--- config.mk ---
export PLATFORM = sky130hd
export DESIGN_NAME = l0_seq_ctrl_flat
export DESIGN_NICKNAME = d
export VERILOG_FILES = /design/src/rtl/l0_ctrl_pkg.sv /design/src/rtl/l0_seq_ctrl_if.sv /design/src/rtl/l0_step_cnt.sv /design/src/rtl/l0_seq_ctrl.sv /design/src/flat_wrapper.sv
export SDC_FILE = /design/constraint.sdc
export NUM_CORES = 1
export LEC_CHECK = 0
export ABC_CLOCK_PERIOD_IN_PS = 2600
export BUFFER_PORTS_ARGS = -buffer_cell sky130_fd_sc_hd__clkbuf_2
export CAP_MARGIN = 40
export CORE_MARGIN = 3
export CORE_UTILIZATION = 51
export DETAILED_ROUTE_END_ITERATION = 10
export MAX_ROUTING_LAYER = met4
export PLACE_DENSITY_LB_ADDON = 0.3
export REMOVE_ABC_BUFFERS = 1
export SKIP_LAST_GASP = 1
export SLEW_MARGIN = 0
export SYNTH_ARGS = -nofsm -noshare
export SYNTH_HDL_FRONTEND = slang
export SYNTH_HIERARCHICAL = 1
export SYNTH_SLANG_ARGS = --single-unit
--- constraint.sdc ---
create_clock -name clk -period 2.6 [get_ports clk]
set_clock_uncertainty 0.1 [all_clocks]
set_input_delay 0.26 -clock clk [delete_from_list [all_inputs] [get_ports clk]]
set_output_delay 0.26 -clock clk [all_outputs]
set_load 0.01 [all_outputs]
--- src/rtl/l0_ctrl_pkg.sv ---
// Shared types and defaults for the L0 input-FIFO sequencer.
// Holds the controller state encoding and the job-length clamp.
package l0_ctrl_pkg;

    localparam int unsigned def_row    = 8;
    localparam int unsigned def_addr_w = 11;
    localparam int unsigned def_depth  = 64;
    localparam int unsigned def_cnt_w  = 7;

    typedef enum logic [2:0] {
        StIdle,
        StLoad,
        StWait,
        StDrain,
        StTail,
        StDone
    } state_t;

    // Jobs longer than the FIFO are cut down to what L0 can hold.
    function automatic int unsigned clamp_vec(input int unsigned num_vec,
                                              input int unsigned depth);
        return (num_vec > depth) ? depth : num_vec;
    endfunction

endpackage

--- src/rtl/l0_seq_ctrl_if.sv ---
// Job, SRAM and L0 handshake bundle between the sequencer and its environment.
// master = sequencer side, slave = the host/SRAM/L0 side.
interface l0_seq_ctrl_if
    import l0_ctrl_pkg::*;
#(
    parameter int unsigned addr_w = def_addr_w,
    parameter int unsigned cnt_w  = def_cnt_w
);
    logic              start;
    logic [addr_w-1:0] base_addr;
    logic [cnt_w-1:0]  num_vec;
    logic              array_ready;
    logic              l0_full;
    logic              sram_cen;
    logic              sram_wen;
    logic [addr_w-1:0] sram_addr;
    logic              l0_wr;
    logic              l0_rd;
    logic              busy;
    logic              done;
    logic              err;

    modport master (
        input  start, base_addr, num_vec, array_ready, l0_full,
        output sram_cen, sram_wen, sram_addr, l0_wr, l0_rd, busy, done, err
    );

    modport slave (
        output start, base_addr, num_vec, array_ready, l0_full,
        input  sram_cen, sram_wen, sram_addr, l0_wr, l0_rd, busy, done, err
    );

endinterface

--- src/rtl/l0_step_cnt.sv ---
// Up-counter with synchronous clear (priority over enable) and a flag that is
// high while the count sits one below the terminal value.
module l0_step_cnt #(
    parameter int unsigned w = 7
) (
    input  logic         clk,
    input  logic         reset,
    input  logic         clr,
    input  logic         en,
    input  logic [w-1:0] term,
    output logic [w-1:0] cnt,
    output logic         last
);

    logic [w-1:0] cnt_q;

    always_ff @(posedge clk) begin
        if (reset || clr) begin
            cnt_q <= '0;
        end else if (en) begin
            cnt_q <= cnt_q + w'(1);
        end
    end

    assign cnt  = cnt_q;
    assign last = (cnt_q == (term - w'(1)));

endmodule

--- src/rtl/l0_seq_ctrl.sv ---
// Sequencer that loads a job of activation vectors from SRAM into the L0 FIFO
// bank, drains them into the MAC array, waits for the row stagger, then pulses done.
module l0_seq_ctrl
    import l0_ctrl_pkg::*;
#(
    parameter int unsigned row    = def_row,
    parameter int unsigned bw     = 4,
    parameter int unsigned addr_w = def_addr_w,
    parameter int unsigned depth  = def_depth,
    parameter int unsigned cnt_w  = def_cnt_w
) (
    input logic          clk,
    input logic          reset,
    l0_seq_ctrl_if.master bus
);

    localparam int unsigned tail_w = $clog2(row + 1);

    state_t            state_q, state_d;
    logic [addr_w-1:0] base_q;
    logic [cnt_w-1:0]  n_q;
    logic              issue_q, issue_d;
    logic              wr_q;
    logic              err_q;

    logic              job_go;
    logic [cnt_w-1:0]  n_new;
    logic [cnt_w-1:0]  wr_cnt, rd_cnt;
    logic [tail_w-1:0] tail_cnt;
    logic              wr_last, rd_last, tail_last;
    logic              rd_pulse;

    // Element width only matters to the data path, which bypasses this block.
    logic unused_bw;
    assign unused_bw = ^bw;

    assign job_go   = (state_q == StIdle) && bus.start && (bus.num_vec != '0);
    assign n_new    = cnt_w'(clamp_vec(32'(bus.num_vec), depth));
    assign rd_pulse = (state_q == StDrain) && bus.array_ready;

    l0_step_cnt #(.w(cnt_w)) u_wr_cnt (
        .clk   (clk),
        .reset (reset),
        .clr   (job_go),
        .en    ((state_q == StLoad) && issue_q),
        .term  (n_q),
        .cnt   (wr_cnt),
        .last  (wr_last)
    );

    l0_step_cnt #(.w(cnt_w)) u_rd_cnt (
        .clk   (clk),
        .reset (reset),
        .clr   (job_go),
        .en    (rd_pulse),
        .term  (n_q),
        .cnt   (rd_cnt),
        .last  (rd_last)
    );

    l0_step_cnt #(.w(tail_w)) u_tail_cnt (
        .clk   (clk),
        .reset (reset),
        .clr   (state_q != StTail),
        .en    (state_q == StTail),
        .term  (tail_w'(row)),
        .cnt   (tail_cnt),
        .last  (tail_last)
    );

    logic unused_cnt;
    assign unused_cnt = ^{rd_cnt, tail_cnt};

    // The issue decision is registered so sram_cen stays a Moore output; it
    // looks at l0_full one cycle ahead of the SRAM access it enables.
    always_comb begin
        state_d = state_q;
        issue_d = 1'b0;
        case (state_q)
            StIdle: begin
                if (bus.start) begin
                    if (bus.num_vec != '0) begin
                        state_d = StLoad;
                        issue_d = !bus.l0_full;
                    end else begin
                        state_d = StDone;
                    end
                end
            end
            StLoad: begin
                if (issue_q && wr_last) begin
                    state_d = StWait;
                end else begin
                    issue_d = !bus.l0_full;
                end
            end
            StWait:  state_d = StDrain;
            StDrain: begin
                if (rd_pulse && rd_last) begin
                    state_d = StTail;
                end
            end
            StTail: begin
                if (tail_last) begin
                    state_d = StDone;
                end
            end
            StDone:  state_d = StIdle;
            default: state_d = StIdle;
        endcase
    end

    always_ff @(posedge clk) begin
        if (reset) begin
            state_q <= StIdle;
            base_q  <= '0;
            n_q     <= '0;
            issue_q <= 1'b0;
            wr_q    <= 1'b0;
            err_q   <= 1'b0;
        end else begin
            state_q <= state_d;
            issue_q <= issue_d;
            wr_q    <= issue_q;
            err_q   <= err_q | (wr_q & bus.l0_full);
            if (job_go) begin
                base_q <= bus.base_addr;
                n_q    <= n_new;
            end
        end
    end

    assign bus.sram_cen  = !issue_q;
    assign bus.sram_wen  = 1'b1;
    assign bus.sram_addr = base_q + addr_w'(wr_cnt);
    assign bus.l0_wr     = wr_q;
    assign bus.l0_rd     = rd_pulse;
    assign bus.busy      = (state_q == StLoad) || (state_q == StWait) ||
                           (state_q == StDrain) || (state_q == StTail);
    assign bus.done      = (state_q == StDone);
    assign bus.err       = err_q;

endmodule

--- src/flat_wrapper.sv ---
// flat-port wrapper written by rule: the top's interface ports become plain ports
module l0_seq_ctrl_flat import l0_ctrl_pkg::*;
#(
    parameter int unsigned row    = def_row,
    parameter int unsigned bw     = 4,
    parameter int unsigned addr_w = def_addr_w,
    parameter int unsigned depth  = def_depth,
    parameter int unsigned cnt_w  = def_cnt_w
)
  (clk, reset, bus_start, bus_base_addr, bus_num_vec, bus_array_ready, bus_l0_full, bus_sram_cen, bus_sram_wen, bus_sram_addr, bus_l0_wr, bus_l0_rd, bus_busy, bus_done, bus_err);
  l0_seq_ctrl_if #(.addr_w(addr_w), .cnt_w(cnt_w)) bus_i ();
  input logic clk;
  input logic reset;
  input wire logic [$bits(bus_i.start)-1:0] bus_start;
  input wire logic [$bits(bus_i.base_addr)-1:0] bus_base_addr;
  input wire logic [$bits(bus_i.num_vec)-1:0] bus_num_vec;
  input wire logic [$bits(bus_i.array_ready)-1:0] bus_array_ready;
  input wire logic [$bits(bus_i.l0_full)-1:0] bus_l0_full;
  output wire logic [$bits(bus_i.sram_cen)-1:0] bus_sram_cen;
  output wire logic [$bits(bus_i.sram_wen)-1:0] bus_sram_wen;
  output wire logic [$bits(bus_i.sram_addr)-1:0] bus_sram_addr;
  output wire logic [$bits(bus_i.l0_wr)-1:0] bus_l0_wr;
  output wire logic [$bits(bus_i.l0_rd)-1:0] bus_l0_rd;
  output wire logic [$bits(bus_i.busy)-1:0] bus_busy;
  output wire logic [$bits(bus_i.done)-1:0] bus_done;
  output wire logic [$bits(bus_i.err)-1:0] bus_err;
  assign bus_i.start = bus_start;
  assign bus_i.base_addr = bus_base_addr;
  assign bus_i.num_vec = bus_num_vec;
  assign bus_i.array_ready = bus_array_ready;
  assign bus_i.l0_full = bus_l0_full;
  assign bus_sram_cen = bus_i.sram_cen;
  assign bus_sram_wen = bus_i.sram_wen;
  assign bus_sram_addr = bus_i.sram_addr;
  assign bus_l0_wr = bus_i.l0_wr;
  assign bus_l0_rd = bus_i.l0_rd;
  assign bus_busy = bus_i.busy;
  assign bus_done = bus_i.done;
  assign bus_err = bus_i.err;
  l0_seq_ctrl #(.row(row), .bw(bw), .addr_w(addr_w), .depth(depth), .cnt_w(cnt_w)) u_core (.clk(clk), .reset(reset), .bus(bus_i));
endmodule
**Yosys cells after proc, flatten, opt, wreduce, memory -nomap -nowiden**

Index checks and enable logic that the tools add are counted.

- Register bits after elaboration: 42
- Output and inout bits: 18
- Input bits: 23
- Word-level logic and storage cells: 57

- Reductions and logical operators: 16
- Equal/unequal tests: 13
- Bitwise operators: 2
- Muxes and demuxes: 11
- Order comparisons: 1
- $add $sub $neg: 5

Operators with widths:

| cell | number |
|---|---|
| two-way mux 3 bit | 5 |
| case mux 3 bit (5 select lines) | 1 |
| adder 7 x 1 -> 7 bit, second input constant | 2 |
| equality test 7 bit | 2 |
| adder 11 x 7 -> 11 bit | 1 |
| greater-than comparator 7 bit, second input constant | 1 |
| two-way mux 7 bit | 1 |
| nonzero test 7 bit | 1 |
| subtractor 7 x 1 -> 7 bit, second input constant | 1 |
| equality test 3 x 2 -> 1 bit, second input constant | 2 |
| equality test 3 bit, second input constant | 2 |
| logical AND 1 bit | 6 |
| != test 2 x 1 -> 1 bit, second input constant | 3 |
| logical OR 1 bit | 5 |
| adder 4 x 1 -> 4 bit, second input constant | 1 |
| equality test 4 x 3 -> 1 bit, second input constant | 1 |
| AND reduction 4 bit | 1 |
| equality test 3 x 1 -> 1 bit, second input constant | 1 |
| zero test 3 bit | 1 |
| two-way mux 1 bit | 3 |
| != test 3 bit, second input constant | 1 |
| zero test 1 bit | 2 |
| != test 2 bit, second input constant | 1 |
| case mux 1 bit (2 select lines) | 1 |
| 2 further kinds | 2 |

**Logic depth before layout (Yosys ltp)**

Gate-level depths: netlist of run 1.

- Word-level depth: 5
- Gate-level depth with buffers: 11
- Gate-level depth less buffers: 11

**Cells and area by module**

The synthesis of run 1 kept the hierarchy.

By module, submodules not included:

| module | times used | cells an instance | seq. area each (µm²) | area each (µm²) |
|---|---|---|---|---|
| l0_seq_ctrl | 1 | 156 | 480.5 | 1380.1 |
| l0_step_cnt at u_core.u_rd_cnt ... | 2 | 60 | 140.1 | 504.2 |
| l0_step_cnt at u_core.u_tail_cnt | 1 | 26 | 80.1 | 247.7 |

**Least setup slack after synthesis of run 1**

Ideal clock, no wire load.

- Path kind: reg-to-reg
- Start: reg u_core.n_q[0]
- End: reg u_core.state_q[2]
- Path slack: 233 ps
- Library setup time: 74 ps
- Data required time: 2426 ps
- Stages on the path, launching flop included: 12
- Period minus slack after synthesis: 2367 ps
- Buffers on the path: 0
- Arrival time: 2193 ps
- Cells stage by stage: dfxtp_1 -> inv_1 -> ha_1 -> nor3b_4 -> nand2_1 -> or4_1 -> a221oi_2 -> nand2_1 -> a22oi_1 -> and2_1 -> nand3_1 -> a31oi_1

- Cells in the longest elaborated chain, start to end: 5
- Elaborated cells on any way between the ends: 8
- Those cells by class: add/sub (1); eq/ne (4); reduce/logical (3)

RTL lines:

| element | RTL line | text |
|---|---|---|
| from (decl) | l0_seq_ctrl.sv:21 | `logic [cnt_w-1:0] n_q;` |
| from (signal assigned) | l0_seq_ctrl.sv:128 | `n_q <= n_new;` |
| subtractor 7 x 1 -> 7 bit | l0_step_cnt.sv:26 | `assign last = (cnt_q == (term - w'(1)));` |
| equality test 7 bit | l0_step_cnt.sv:26 |  |
| via u_core.rd_last | l0_seq_ctrl.sv:30 | `logic wr_last, rd_last, tail_last;` |
| logical AND 1 bit | l0_seq_ctrl.sv:99 | `if (rd_pulse && rd_last) begin` |
| != test 2 x 1 -> 1 bit (no source line) | - |  |
| AND reduction 4 bit (no source line) | - |  |
| to (signal assigned) | l0_seq_ctrl.sv:115 | `state_q <= StIdle;` |
| to (signal assigned) | l0_seq_ctrl.sv:122 | `state_q <= state_d;` |
| to (decl) | l0_seq_ctrl.sv:19 | `state_t state_q, state_d;` |

The timed path passes the listed nets, and every way through them passes these cells.
A chain may end at the register's enable or synchronous reset.

**Final worst setup path of run 1**

- Start: reg u_core.u_wr_cnt.cnt_q[2] (netlist: u_core/u_wr_cnt/cnt[2])
- End: out bus_sram_addr[6]

- Cells in the longest elaborated chain, start to end: 1

RTL lines:

| element | RTL line | text |
|---|---|---|
| from (decl) | l0_step_cnt.sv:15 | `logic [w-1:0] cnt_q;` |
| from (signal assigned) | l0_step_cnt.sv:21 | `cnt_q <= cnt_q + w'(1);` |
| adder 11 x 7 -> 11 bit | l0_seq_ctrl.sv:135 | `assign bus.sram_addr = base_q + addr_w'(wr_cnt);` |
| to (decl) | flat_wrapper.sv:21 | `output wire logic [$bits(bus_i.sram_addr)-1:0] bus_sram_addr;` |

No other way between the ends.

==> flow_summary_export.csv, run 1 <==
group,metric,value,unit
outcome,outcome,"finished, final reports clean",
pwr,powerDensity,492,mW/mm^2
logic_synthesis,async_flop_share,0,%
global_route,grt_overflow,0,
setup_path,crit_slowest_cell,"dfxtp_2",
floorplan,dieArea,0.00607,sq mm
place,place_area,0.00293,sq mm
global_route,grt_usage,19.0,%
detailed_routing,ant_nets,0,
setup_path,critPathRequiredTime,2240,ps
detailed_routing,drt-initial-drc-count,86,
timing,fin_crit,2480,ps
cells_and_area,drive_gt1_share,22.4,%
place,io_buffers,39,
flow_run,cap_violations,0,
detailed_routing,drc,0,
setup_path,worstSetupPathDepth,8,
detailed_routing,vias,2186,
timing,slew_headroom,61.4,%
floorplan,start_util,54.4,%
timing,worstMarginPinSlew,579,ps
floorplan,core_region_area,0.00485,sq mm
clocking,clock_path_buffers,2,
detailed_routing,via_per_inst,5.16,
setup_path,cp_slowest_stage_delay,360,ps
logic_synthesis,synth-seq-cells,42,
clocking,clock-sinks,42,
clocking,cts_max_level,2,
timing,setup_violations,0,
timing,rsz0062_at_grt,"true",
setup_path,reg2reg_from,"u_core/n_q[0]",
clocking,cts_root_buf,"clkbuf_8",
clocking,clk_pin_slew_worst_paths,80,ps
pwr,power_leakage,1.27,nW
logic_synthesis,syn-instance-count,302,
cells_and_area,fin_area,0.00310,sq mm
floorplan,io_pins,41,
cells_and_area,final_cell_mix,"nor2_1, dfxtp_1, clkbuf_2, xnor2_1, mux2i_1",
logic_synthesis,synth_edf_count,0,
logic_synthesis,synth_area,0.00264,sq mm
timing,finalCritPeriodShare,95.5,%
clocking,clkLatencyLatePin,290,ps
clocking,cts_buffers,5,
setup_path,critPathLaunchType,"flop",
setup_path,end_kind,"output pin",
pwr,ir_drop,389,uV
min_path,hp-class,"primary input to flop",
setup_path,critical_path_class,"flop to output pin",
setup_path,regToRegSetupSlack,170,ps
logic_synthesis,synth.avg_cell_area,8.73,sq um
cells_and_area,diodes,0,
setup_path,cp-startpoint,"u_core/u_wr_cnt/cnt[2]",
clocking,ctsHoldBuffers,0,
setup_path,critPathMaxFanout,5,
timing,hold-worst-slack,99.8,ps
setup_path,crit_path_end,"bus_sram_addr[6]",
setup_path,reg2reg_depth,11,
clocking,cts_tree,"built",
setup_path,arrival,2120,ps
detailed_routing,wl_per_cell,12.5,um
logic_synthesis,synthFlopType,"dfxtp_1",
cells_and_area,area_delta_synth_final,17.5,%
global_route,grt_max_degree,31,
pwr,power.total,1.52,mW
timing,hold_viol,0,
timing,final_max_slew_viol_count,0,
logic_synthesis,yosysSeqAreaShare,31.9,%
cells_and_area,fin_nets,393,
timing,fmax,0.403,GHz
floorplan,die_w,77.9,um
place,place_congestion,0.832,
detailed_routing,routed_wl,5290,um
global_route,grt_pass1_vias,2136,
cells_and_area,final_common_cell,"nor2_1",
setup_path,rr_endpoint,"u_core/state_q[2]",
logic_synthesis,synth.distinct_cells,45,
floorplan,fp.dieH,77.9,um
detailed_routing,drt_pass1_iterations,4,
floorplan,num_rows,25,
global_route,antenna_found_initial,0,
setup_path,critPathTopFamily,"compound AO/OA/AOI/OAI gates",
logic_synthesis,synth_warnings,6,
setup_path,worstPathCellList,"ha_1, nor2b_2, o31a_1, buf_4, o21a_1, nor2_2, xnor2_1, buf_2",
global_route,grt_pass1_wl,9210,um
place,place_hpwl,3920,um
setup_path,crit_buf_inv,2,
[worst min-delay path, delay by kind of cell]
family	cells	cell delay, ps
buf+inv	1	70
simple gates	1	70
mux	1	50
[flip-flops by register name, summed over array words and instances, names as in the netlist]
register	count
u_core/base_q	11
u_core/bus.err	1
u_core/bus.l0_wr	1
u_core/issue_q	1
u_core/n_q	7
u_core/state_q	3
u_core/u_rd_cnt/cnt	7
u_core/u_tail_cnt/cnt	4
u_core/u_wr_cnt/cnt	7
[area by class of cell]
cell class	count	area, sq um
Clock buffer	7	86.3
Clock inverter	1	5.00
Fill cell	423	1750
Inverter	16	60.1
Multi-Input combinational cell	243	1760
Sequential cell	42	845
Tap cell	67	83.8
Timing Repair Buffer	48	263
[worst min path at each step]
stage | cells after the start | endpoint | start
2_1_floorplan | 1 | u_core/bus.l0_wr | reset
3_5_place_dp | 2 | u_core/bus.err | u_core/bus.err
3_3_place_gp | 2 | u_core/bus.err | u_core/bus.err
5_1_grt | 3 | u_core/base_q[3] | bus_base_addr[3]
4_1_cts | 3 | u_core/base_q[3] | bus_base_addr[3]
6_report | 3 | u_core/base_q[3] | bus_base_addr[3]
[synthesized netlist by cell type (all sizes together) (7+ instances only)]
| cell | count | area share [%] |
|---|---|---|
| xor2 | 15 | 5.0 |
| nor2 | 42 | 6.0 |
| nand2 | 17 | 2.4 |
| inv | 16 | 2.3 |
| o21ai | 7 | 1.3 |
| mux2i | 24 | 9.1 |
| dfxtp | 42 | 32 |
| xnor2 | 26 | 9.2 |
| ha | 13 | 6.2 |
| nor2b | 8 | 1.9 |
| nand3 | 7 | 1.3 |
| a21oi | 14 | 2.7 |
[logic make-up after synthesis]
group / after synthesis / synth area share, %
simple gates: 115 / 23.4
flops: 42 / 31.9
xor+xnor: 41 / 14.2
compound gates: 40 / 10.1
mux: 24 / 9.11
buf+inv: 24 / 4.13
fa+ha+maj: 14 / 6.93
other cells: 2 / 0.285
[report_power, final]
| part | total [mW] | switching, mW | internal, mW |
|---|---|---|---|
| Combinational | 0.375 | 0.189 | 0.186 |
| Sequential | 0.718 | 0.0401 | 0.677 |
| Clock | 0.430 | 0.216 | 0.214 |
| Total | 1.52 | 0.445 | 1.08 |
[what timing repair did]
item	in CTS	in global routing
gates resized for setup	2	15
setup buffers	0	4
pin swaps	1	5
gates cloned	0	0
setup endpoints to repair	2	4
[metal layers]
layer / up-vias / track usage [%] / wire length (um)
met1: 1008 / 23.6 / 2530
li1: 1140 / - / -
met2: 32 / 30.9 / 2500
met3: 6 / 4.18 / 190
met4: 0 / 5.59 / 68
met5: - / - / 0
[through the flow]
step           util, %  setup TNS (ps)  worst slack [ps]  std cells
3_5_place_dp      60.4               0               132        412
6_report          63.9               0               117        424
4_1_cts           62.4           -15.7             -15.7        420
3_3_place_gp      60.4               0               204        412
5_1_grt           63.9           -59.2             -26.3        424
2_1_floorplan        -               0               233        301
No activity file was read; power rests on OpenSTA's default activity.
==> run 2, diff against run 1 <==
--- a/config.mk
+++ b/config.mk
@@ -18,5 +18,4 @@
 export SLEW_MARGIN = 0
 export SYNTH_ARGS = -nofsm -noshare
 export SYNTH_HDL_FRONTEND = slang
-export SYNTH_HIERARCHICAL = 1
 export SYNTH_SLANG_ARGS = --single-unit
==> flow_summary_export.csv, run 2 <==
group,metric,value,unit
cells_and_area,final_util,63.2,%
detailed_routing,drc,0,
setup_path,critPathTopFamily,"compound AO/OA/AOI/OAI gates",
floorplan,fp.dieH,75.1,um
timing,finalCritPeriodShare,105,%
timing,fin_crit,2730,ps
clocking,cts_root_buf,"clkbuf_8",
clocking,ctsHoldBuffers,0,
timing,setup-tns-final,-237,ps
logic_synthesis,synth_area,0.00243,sq mm
global_route,antenna_found_initial,0,
logic_synthesis,synth_edf_count,0,
setup_path,arrival,2370,ps
timing,hold-worst-slack,76.2,ps
setup_path,critPathLaunchType,"flop",
setup_path,path_common_cell,"o21ai_1",
global_route,grt_usage,19.8,%
pwr,pwr-share-comb,25.0,%
cells_and_area,largest_register_ff_count,11,
timing,worstMarginPinSlew,549,ps
floorplan,dieArea,0.00564,sq mm
timing,setup_violations,3,
clocking,clock-sinks,42,
setup_path,critPathMaxFanout,3,
logic_synthesis,synth_most_common_cell,"nand2_1",
setup_path,end_kind,"output pin",
clocking,clock_path_buffers,2,
cells_and_area,diodes,0,
pwr,power_leakage,1.20,nW
logic_synthesis,syn-instance-count,302,
clocking,cts_max_level,2,
global_route,grt_overflow,0,
logic_synthesis,yosysSeqAreaShare,34.6,%
cells_and_area,regMostFlops,"u_core.base_q",
detailed_routing,wl_per_cell,12.8,um
detailed_routing,ant_nets,0,
timing,fin_ws,-135,ps
detailed_routing,vias,2082,
cells_and_area,area_delta_synth_final,16.2,%
global_route,grt_max_degree,25,
pwr,powerDensity,580,mW/mm^2
min_path,hp-class,"primary input to flop",
setup_path,crit_buf_inv,2,
detailed_routing,routed_wl,5050,um
cells_and_area,final_cell_mix,"nand2_1, dfxtp_1, clkbuf_2, nor2_1, a21oi_1",
logic_synthesis,synth_largest_area_cell,"dfxtp_1",
timing,rsz0062_at_grt,"true",
pwr,p_int,1.13,mW
detailed_routing,via_per_inst,5.28,
timing,final_max_slew_viol_count,0,
setup_path,worstPathCellList,"ha_4, inv_2, fa_2, nor2b_1, o21ai_1, a21boi_1, o21ai_1, a21boi_2, o21ai_2, xnor2_1, buf_2",
detailed_routing,drt_pass1_iterations,4,
cells_and_area,drive_gt1_share,21.6,%
floorplan,die_w,75.1,um
logic_synthesis,async_flop_share,0,%
logic_synthesis,synth_warnings,0,
timing,hold_viol,0,
pwr,ir_drop,437,uV
place,io_buffers,39,
outcome,violations,"setup timing",
pwr,power.total,1.64,mW
floorplan,start_util,54.4,%
place,place_congestion,0.927,
clocking,cts_buffers,5,
logic_synthesis,synth.avg_cell_area,8.06,sq um
place,place_hpwl,3730,um
pwr,clkPwrFrac,30.0,%
global_route,grt_pass1_vias,1815,
logic_synthesis,synthTopCellsByCount,"nand2_1, dfxtp_1, nor2_1",
outcome,outcome,"complete, but fails checks",
floorplan,core_region_area,0.00447,sq mm
clocking,cts_tree,"built",
timing,fmax,0.366,GHz
logic_synthesis,synth-seq-cells,42,
logic_synthesis,synth_top_cells_by_area,"dfxtp_1, xnor2_1, nand2_1, xor2_1, a21oi_1",
logic_synthesis,synth_top_area_share,34.6,%
cells_and_area,fillers,388,
cells_and_area,final_common_cell,"nand2_1",
pwr,switching_share,30.8,%
timing,slew_headroom,63.4,%
global_route,grt_pass1_wl,8260,um
cells_and_area,fin_nets,376,
setup_path,crit_slowest_cell,"dfxtp_2",
setup_path,critPathRequiredTime,2240,ps
flow_run,cap_violations,0,
pwr,p_seq_share,45.0,%
logic_synthesis,synthFlopType,"dfxtp_1",
clocking,clkLatencyLatePin,290,ps
setup_path,critical_path_class,"flop to output pin",
setup_path,cp_slowest_stage_delay,360,ps
clocking,clk_pin_slew_worst_paths,80,ps
floorplan,io_pins,41,
logic_synthesis,synth.distinct_cells,52,
detailed_routing,drt-initial-drc-count,92,
pwr,power_switching,0.506,mW
floorplan,num_rows,24,
-- run 2: routing by layer --
layer	up-vias	global-route usage [%]	share of wire, %
li1	1087	-	-
met1	954	24.5	48
met2	32	32.0	47
met3	9	3.60	3.6
met4	0	7.11	1.7
met5	-	-	0
-- run 2: layout make-up --
class	instances	area (sq um)	share of cell area, %
clock buffer	8	110	3.89
inverter	12	45.0	1.59
multi-input combinational	231	1490	52.8
sequential	42	843	29.8
tap	52	65.1	2.30
timing repair buffer	49	270	9.56
-- run 2: worst paths after layout --
path,startpoint,to,slack (ps),cells after the start
max,u_core.u_wr_cnt.cnt[0],bus_sram_addr[8],-130,11
min,bus_base_addr[1],u_core.base_q[1],80,3
max reg2reg,u_core.n_q[1],u_core.state_q[1],210,9
min reg2reg,u_core.u_tail_cnt.cnt[0],u_core.u_tail_cnt.cnt[0],360,1
-- run 2: power groups by stage --
stage / logic (mW) / clock network, mW / registers [mW]
6_report: 0.410 / 0.492 / 0.737
5_1_grt: 0.458 / 0.523 / 0.745
4_1_cts: 0.413 / 0.503 / 0.736
3_5_place_dp: 0.409 / 0 / 0.749
3_3_place_gp: 0.401 / 0 / 0.748
2_1_floorplan: 0.288 / 0 / 0.740
-- run 2: worst register-to-register path, stage by stage (launching register included) --
cell      delay (ps)
dfxtp_1          380
inv_1             60
ha_1             270
o21ba_1          190
a221oi_1         270
a31oi_1          110
nor4_4           400
a22o_4           170
nand2_2           70
o221a_1          270
-- run 2: logic make-up (layout without fill, tap and decap cells) --
kind of cell | count (synthesis) | after routing | share of synthesized area (%)
buffers and inverters | 29 | 69 | 5.71
AO/OA/AOI/OAI | 56 | 56 | 14.3
multiplexers | 2 | 2 | 0.823
adder cells (fa/ha/maj) | 12 | 12 | 6.48
flip-flops | 42 | 42 | 34.6
XOR/XNOR | 37 | 37 | 13.3
AND/OR/NAND/NOR | 123 | 123 | 24.6
other | 1 | 1 | 0.154
-- run 2: repair_timing --
| action | CTS | global route |
|---|---|---|
| gates cloned | 0 | 0 |
| gates resized for setup | 12 | 5 |
| setup endpoints to repair | 5 | 5 |
| setup buffers | 4 | 0 |
| pin swaps | 6 | 8 |
| hold endpoints to repair | 0 | 0 |
-- run 2: stage by stage --
step,area (sq um),setup slack (ps),std cells
after CTS,2820,-108,394
after global placement,2650,113,383
after global routing,2830,-251,394
final,2830,-135,394
after floorplan,2340,169,285
after detailed placement,2650,27.8,383
